`config.mk`:
```
export PLATFORM = sky130hd
export DESIGN_NAME = seven_seg_scanner_flat
export DESIGN_NICKNAME = d
export VERILOG_FILES = /design/src/rtl/seven_seg_scanner_if.sv /design/src/rtl/seven_seg_scanner.sv /design/src/flat_wrapper.sv
export SDC_FILE = /design/constraint.sdc
export NUM_CORES = 1
export LEC_CHECK = 0
export ABC_AREA = 0
export CELL_PAD_IN_SITES_DETAIL_PLACEMENT = 1
export CELL_PAD_IN_SITES_GLOBAL_PLACEMENT = 1
export CORE_UTILIZATION = 38
export CTS_CLUSTER_SIZE = 12
export DETAILED_ROUTE_END_ITERATION = 8
export PLACE_DENSITY_LB_ADDON = 0.12
export SYNTH_ARGS = -nofsm -noshare
export SYNTH_HDL_FRONTEND = slang
export SYNTH_SLANG_ARGS = --single-unit
```
`constraint.sdc`:
```
create_clock -name clk -period 2.2 [get_ports clk]
set_input_delay 0.55 -clock clk [delete_from_list [all_inputs] [get_ports clk]]
set_output_delay 0.55 -clock clk [all_outputs]
set_load 0.005 [all_outputs]
```
`src/rtl/seven_seg_scanner_if.sv`:
```
// Display-side bundle for seven_seg_scanner: BCD time digits in, multiplexed segment/anode pins out.
// The slave modport is the scanner; the master modport is whoever supplies digits and watches the pins.
interface seven_seg_scanner_if;
  logic [3:0] sec_ones;
  logic [3:0] sec_tens;
  logic [3:0] min_ones;
  logic [3:0] min_tens;
  logic [3:0] hour_ones;
  logic [3:0] hour_tens;
  logic [6:0] seg;
  logic       dp;
  logic [5:0] an;

  modport master (
    output sec_ones, sec_tens, min_ones, min_tens, hour_ones, hour_tens,
    input  seg, dp, an
  );

  modport slave (
    input  sec_ones, sec_tens, min_ones, min_tens, hour_ones, hour_tens,
    output seg, dp, an
  );
endinterface

```
`src/rtl/seven_seg_scanner.sv`:
```
// Six-digit time-multiplexed 7-segment driver with per-frame digit snapshot, anti-ghost blanking,
// leading-zero blanking, blinking colon points and a dash for non-BCD digits.
module seven_seg_scanner #(
  parameter int SCAN_DIV   = 50000,
  parameter int GHOST_CYC  = 4,
  parameter bit ACTIVE_LOW = 1'b1,
  parameter bit BLANK_LZ   = 1'b1
) (
  input  logic clk,
  input  logic reset,
  seven_seg_scanner_if.slave disp
);
  localparam int CNT_W = (SCAN_DIV > 1) ? $clog2(SCAN_DIV) : 1;
  localparam logic [CNT_W-1:0] CNT_LAST  = CNT_W'(SCAN_DIV - 1);
  localparam logic [CNT_W-1:0] CNT_GHOST = CNT_W'(GHOST_CYC);

  logic [CNT_W-1:0] cnt_reg, cnt_next;
  logic [2:0]       idx_reg, idx_next;
  logic             prime_reg;
  logic [3:0]       snap_reg [6];
  logic [3:0]       din [6];
  logic             slot_wrap, snap_load;

  logic [6:0] seg_reg, seg_next;
  logic       dp_reg, dp_next;
  logic [5:0] an_reg, an_next;
  logic [3:0] cur_digit;
  logic [6:0] seg_raw;
  logic       dp_raw;
  logic [5:0] an_raw;

  assign din[0] = disp.sec_ones;
  assign din[1] = disp.sec_tens;
  assign din[2] = disp.min_ones;
  assign din[3] = disp.min_tens;
  assign din[4] = disp.hour_ones;
  assign din[5] = disp.hour_tens;

  function automatic logic [6:0] decode(input logic [3:0] d);
    case (d)
      4'd0:    decode = 7'h3F;
      4'd1:    decode = 7'h06;
      4'd2:    decode = 7'h5B;
      4'd3:    decode = 7'h4F;
      4'd4:    decode = 7'h66;
      4'd5:    decode = 7'h6D;
      4'd6:    decode = 7'h7D;
      4'd7:    decode = 7'h07;
      4'd8:    decode = 7'h7F;
      4'd9:    decode = 7'h6F;
      default: decode = 7'h40;
    endcase
  endfunction

  always_comb begin
    slot_wrap = (cnt_reg == CNT_LAST);
    cnt_next  = cnt_reg + CNT_W'(1);
    idx_next  = idx_reg;
    if (slot_wrap) begin
      cnt_next = '0;
      idx_next = (idx_reg == 3'd5) ? 3'd0 : idx_reg + 3'd1;
    end
    // Snapshot only at frame boundaries so a digit rollover never tears across slots.
    snap_load = prime_reg | (slot_wrap & (idx_reg == 3'd5));
  end

  always_comb begin
    cur_digit = snap_reg[idx_reg];
    seg_raw   = decode(cur_digit);
    if (BLANK_LZ && (idx_reg == 3'd5) && (snap_reg[5] == 4'd0))
      seg_raw = 7'h00;
    dp_raw = ((idx_reg == 3'd2) || (idx_reg == 3'd4)) && !snap_reg[0][0];
    an_raw = (cnt_reg < CNT_GHOST) ? 6'h00 : (6'h01 << idx_reg);
    seg_next = seg_raw ^ {7{ACTIVE_LOW}};
    dp_next  = dp_raw ^ ACTIVE_LOW;
    an_next  = an_raw ^ {6{ACTIVE_LOW}};
  end

  always_ff @(posedge clk) begin
    if (reset) begin
      cnt_reg   <= '0;
      idx_reg   <= 3'd0;
      prime_reg <= 1'b1;
      seg_reg   <= {7{ACTIVE_LOW}};
      dp_reg    <= ACTIVE_LOW;
      an_reg    <= {6{ACTIVE_LOW}};
    end else begin
      cnt_reg   <= cnt_next;
      idx_reg   <= idx_next;
      prime_reg <= 1'b0;
      seg_reg   <= seg_next;
      dp_reg    <= dp_next;
      an_reg    <= an_next;
    end
  end

  genvar gi;
  generate
    for (gi = 0; gi < 6; gi++) begin : g_snap
      always_ff @(posedge clk) begin
        if (reset)
          snap_reg[gi] <= 4'd0;
        else if (snap_load)
          snap_reg[gi] <= din[gi];
      end
    end
  endgenerate

  assign disp.seg = seg_reg;
  assign disp.dp  = dp_reg;
  assign disp.an  = an_reg;
endmodule

```
`src/flat_wrapper.sv`:
```
// flat-port wrapper written by rule: the top's interface ports become plain ports
module seven_seg_scanner_flat 
#(
  parameter int SCAN_DIV   = 50000,
  parameter int GHOST_CYC  = 4,
  parameter bit ACTIVE_LOW = 1'b1,
  parameter bit BLANK_LZ   = 1'b1
)
  (clk, reset, disp_sec_ones, disp_sec_tens, disp_min_ones, disp_min_tens, disp_hour_ones, disp_hour_tens, disp_seg, disp_dp, disp_an);
  seven_seg_scanner_if disp_i ();
  input  logic clk;
  input  logic reset;
  input wire logic [$bits(disp_i.sec_ones)-1:0] disp_sec_ones;
  input wire logic [$bits(disp_i.sec_tens)-1:0] disp_sec_tens;
  input wire logic [$bits(disp_i.min_ones)-1:0] disp_min_ones;
  input wire logic [$bits(disp_i.min_tens)-1:0] disp_min_tens;
  input wire logic [$bits(disp_i.hour_ones)-1:0] disp_hour_ones;
  input wire logic [$bits(disp_i.hour_tens)-1:0] disp_hour_tens;
  output wire logic [$bits(disp_i.seg)-1:0] disp_seg;
  output wire logic [$bits(disp_i.dp)-1:0] disp_dp;
  output wire logic [$bits(disp_i.an)-1:0] disp_an;
  assign disp_i.sec_ones = disp_sec_ones;
  assign disp_i.sec_tens = disp_sec_tens;
  assign disp_i.min_ones = disp_min_ones;
  assign disp_i.min_tens = disp_min_tens;
  assign disp_i.hour_ones = disp_hour_ones;
  assign disp_i.hour_tens = disp_hour_tens;
  assign disp_seg = disp_i.seg;
  assign disp_dp = disp_i.dp;
  assign disp_an = disp_i.an;
  seven_seg_scanner #(.SCAN_DIV(SCAN_DIV), .GHOST_CYC(GHOST_CYC), .ACTIVE_LOW(ACTIVE_LOW), .BLANK_LZ(BLANK_LZ)) u_core (.clk(clk), .reset(reset), .disp(disp_i));
endmodule
```
==> impl_metrics.env <==
export IMPL_synthDominantCellAreaShare_pct=27.89
export IMPL_grtUsageTotal_pct=16.52
export IMPL_cp_top_family="simple AND/OR/NAND/NOR gates"
export IMPL_drv_slew=0
export IMPL_relSlewSlack_pct=66.67
export IMPL_cts_htree_levels=3
export IMPL_synthTopCellsByArea="dfxtp_1, edfxtp_1, nor3b_1, ha_1, mux2_2"
export IMPL_syn_instance_count=228
export IMPL_ys_seq_area_share_pct=55.02
export IMPL_p_per_area_nw_per_um2=757.7
export IMPL_dp_slack_ns=0.2179
export IMPL_p_total_w=0.002586
export IMPL_die_w_um=85.61
export IMPL_required_ns=2.31
export IMPL_finalCriticalPeriod_ns=2.035
export IMPL_path_buf_inv=1
export IMPL_start_util_pct=39.31
export IMPL_fin_tns_setup_ns=0
export IMPL_cts_sinks=61
export IMPL_fin_nets=310
export IMPL_setup_worst_path_start_class="flop"
export IMPL_antenna_found_initial=0
export IMPL_grt_pass1_wl_mm=9.101
export IMPL_drtAntennaViolNets=0
export IMPL_grt_start_max_net_pins=25
export IMPL_drc=0
export IMPL_largest_reg_flops=24
export IMPL_hold_class="flop to flop"
export IMPL_port_buffers=39
export IMPL_cts_inserted_buffers=9
export IMPL_path_cells="nor4_1 > and2_1 > a31oi_2 > buf_4 > nor3b_1"
export IMPL_cts_setup_buffers=0
export IMPL_antenna_cells=0
export IMPL_max_freq_mhz=491.5
export IMPL_cts_hold_buf=0
export IMPL_rsz0062_at_grt="no"
export IMPL_wl_mm=5.536
export IMPL_finalSetupViolCount=0
export IMPL_tritoncts="done"
export IMPL_worst_ep_arrival_time_ns=2.14
export IMPL_synth_top_cell_by_area="dfxtp_1"
export IMPL_grt_overflow_total=0
export IMPL_syn_area_per_cell_um2=11.65
export IMPL_synthArstFlopShare_pct=0
export IMPL_ir_worst_vdd_mv=0.2899
export IMPL_drv_cap=0
export IMPL_post_cts_resized=0
export IMPL_ys_seq_elements=61
export IMPL_status="complete, no violations"
export IMPL_synth_nets=261
export IMPL_setup_worst_path_end_class="flop"
export IMPL_ioPinCount=40
export IMPL_clkTransAtPathRegs_ns=0.07
export IMPL_die_h_um=85.61
export IMPL_fin_crit_sh_pct=92.48
export IMPL_syn_to_final_growth_pct=28.50
export IMPL_holdWs_ns=0.4602
export IMPL_critPathSlowestCell="nor4_1"
export IMPL_dp_hpwl_mm=3.920
export IMPL_synth_edf_count=24
export IMPL_wl_per_cell_um=15.29
export IMPL_crit_type="flop to flop"
export IMPL_finalHoldViolCount=0
export IMPL_vias_per_cell=5.144
export IMPL_worst_pin_slew_ns=0.4953
export IMPL_drtPass1Iterations=4
export IMPL_yosys_warnings=0
export IMPL_fin_ws_ns=0.1654
export IMPL_cts_max_path_buffers=2
export IMPL_cp_max_fo=24
export IMPL_root_buffer="clkbuf_8"
export IMPL_ys_types=38
export IMPL_clock_latency_ns=0.33
export IMPL_final_common_cell="clkdlybuf4s50_1"
export IMPL_drt_initial_drc_count=58
export IMPL_synth_ff_type="dfxtp_1"
export IMPL_routed_via_count=1862
export IMPL_p_leak_nw=1.249
export IMPL_gp_congestion=0.7554
export IMPL_design_die_area_um2=7328
export IMPL_final_cell_mix="clkdlybuf4s50_1, dfxtp_1, nor3b_1"
export IMPL_syn_area_um2=2656
export IMPL_grt_pass1_vias=1836
export IMPL_crit_path_max_incr_delay_ns=0.48
export IMPL_n_fill_cell=716
export IMPL_rows=30
export IMPL_coreArea_um2=6756
export IMPL_layout_drive_gt1_share_pct=13.12
export IMPL_clock_skew_ns=0.009888
-- power by group --
part | switching, W | internal (W) | total (W)
Combinational | 0.0000892 | 0.000125 | 0.000214
Sequential | 0.0000200 | 0.00123 | 0.00125
Clock | 0.000451 | 0.000675 | 0.00113
Total | 0.000560 | 0.00203 | 0.00259
-- routing by layer --
layer	track usage [%]	wire (um)	up-vias
met3	4.042	176	9
met5	0	0	-
met2	24.22	2395	37
met1	23.12	2858	877
met4	7.424	106	0
li1	-	-	939
-- worst register-to-register path, cell delays in order (launching register included) --
cell     delay [ns]
dfxtp_1        0.35
nor4_1         0.48
and2_1         0.28
a31oi_2        0.13
buf_4          0.23
nor3b_1        0.35
-- final cells by class --
cell class	count	area, um^2	share of cell area (%)
multi-input combinational	148	1116	32.70
inverter	9	33.78	0.9897
timing repair buffer	48	470.5	13.78
sequential	61	1461	42.82
clock inverter	4	50.05	1.466
tap	80	100.1	2.933
clock buffer	12	181.4	5.315
-- worst paths after layout --
| kind | cells after the start | endpoint | slack [ns] | startpoint |
|---|---|---|---|---|
| max | 5 | u_core.snap_reg[0][1]$_SDFFCE_PN0P_ | 0.17 | u_core.cnt_reg[11]$_SDFF_PP0_ |
| min | 1 | u_core.cnt_reg[0]$_SDFF_PP0_ | 0.46 | u_core.cnt_reg[0]$_SDFF_PP0_ |
| max reg2reg | 5 | u_core.snap_reg[0][1]$_SDFFCE_PN0P_ | 0.17 | u_core.cnt_reg[11]$_SDFF_PP0_ |
| min reg2reg | 1 | u_core.cnt_reg[0]$_SDFF_PP0_ | 0.46 | u_core.cnt_reg[0]$_SDFF_PP0_ |
-- cell usage after synthesis (3+ instances only) --
master,instances
ha_1,7
mux2_2,6
clkbuf_1,6
xor2_1,6
nor4_1,3
dfxtp_1,37
xnor2_1,5
nand3_1,6
nand2_1,6
and3_1,4
edfxtp_1,24
inv_1,9
nor3b_1,25
nand4_1,8
a21oi_1,10
a32oi_1,4
nor2_1,15
or3_1,5
o21ai_0,8
mux2i_1,4
and2_1,6
-- metrics by stage --
step | area [um^2] | util, % | std cells
6_report | 3413 | 50.52 | 362
5_1_grt | 3413 | 50.52 | 362
4_1_cts | 3413 | 50.52 | 362
3_5_place_dp | 3182 | 47.09 | 346
3_3_place_gp | 3182 | 47.09 | 346
2_1_floorplan | 2659 | - | 228
-- cell families (layout without fill, tap and decap cells) --
kind of cell,Yosys count,count (layout),synth area share [%]
AND/OR/NAND/NOR,87,87,19.74
flip-flops,61,61,55.02
AO/OA/AOI/OAI,27,27,6.171
buffers and inverters,19,73,3.297
multiplexers,16,16,8.855
XOR/XNOR,11,11,3.627
adder cells (fa/ha/maj),7,7,3.297
(Power assumes the default switching activity.)
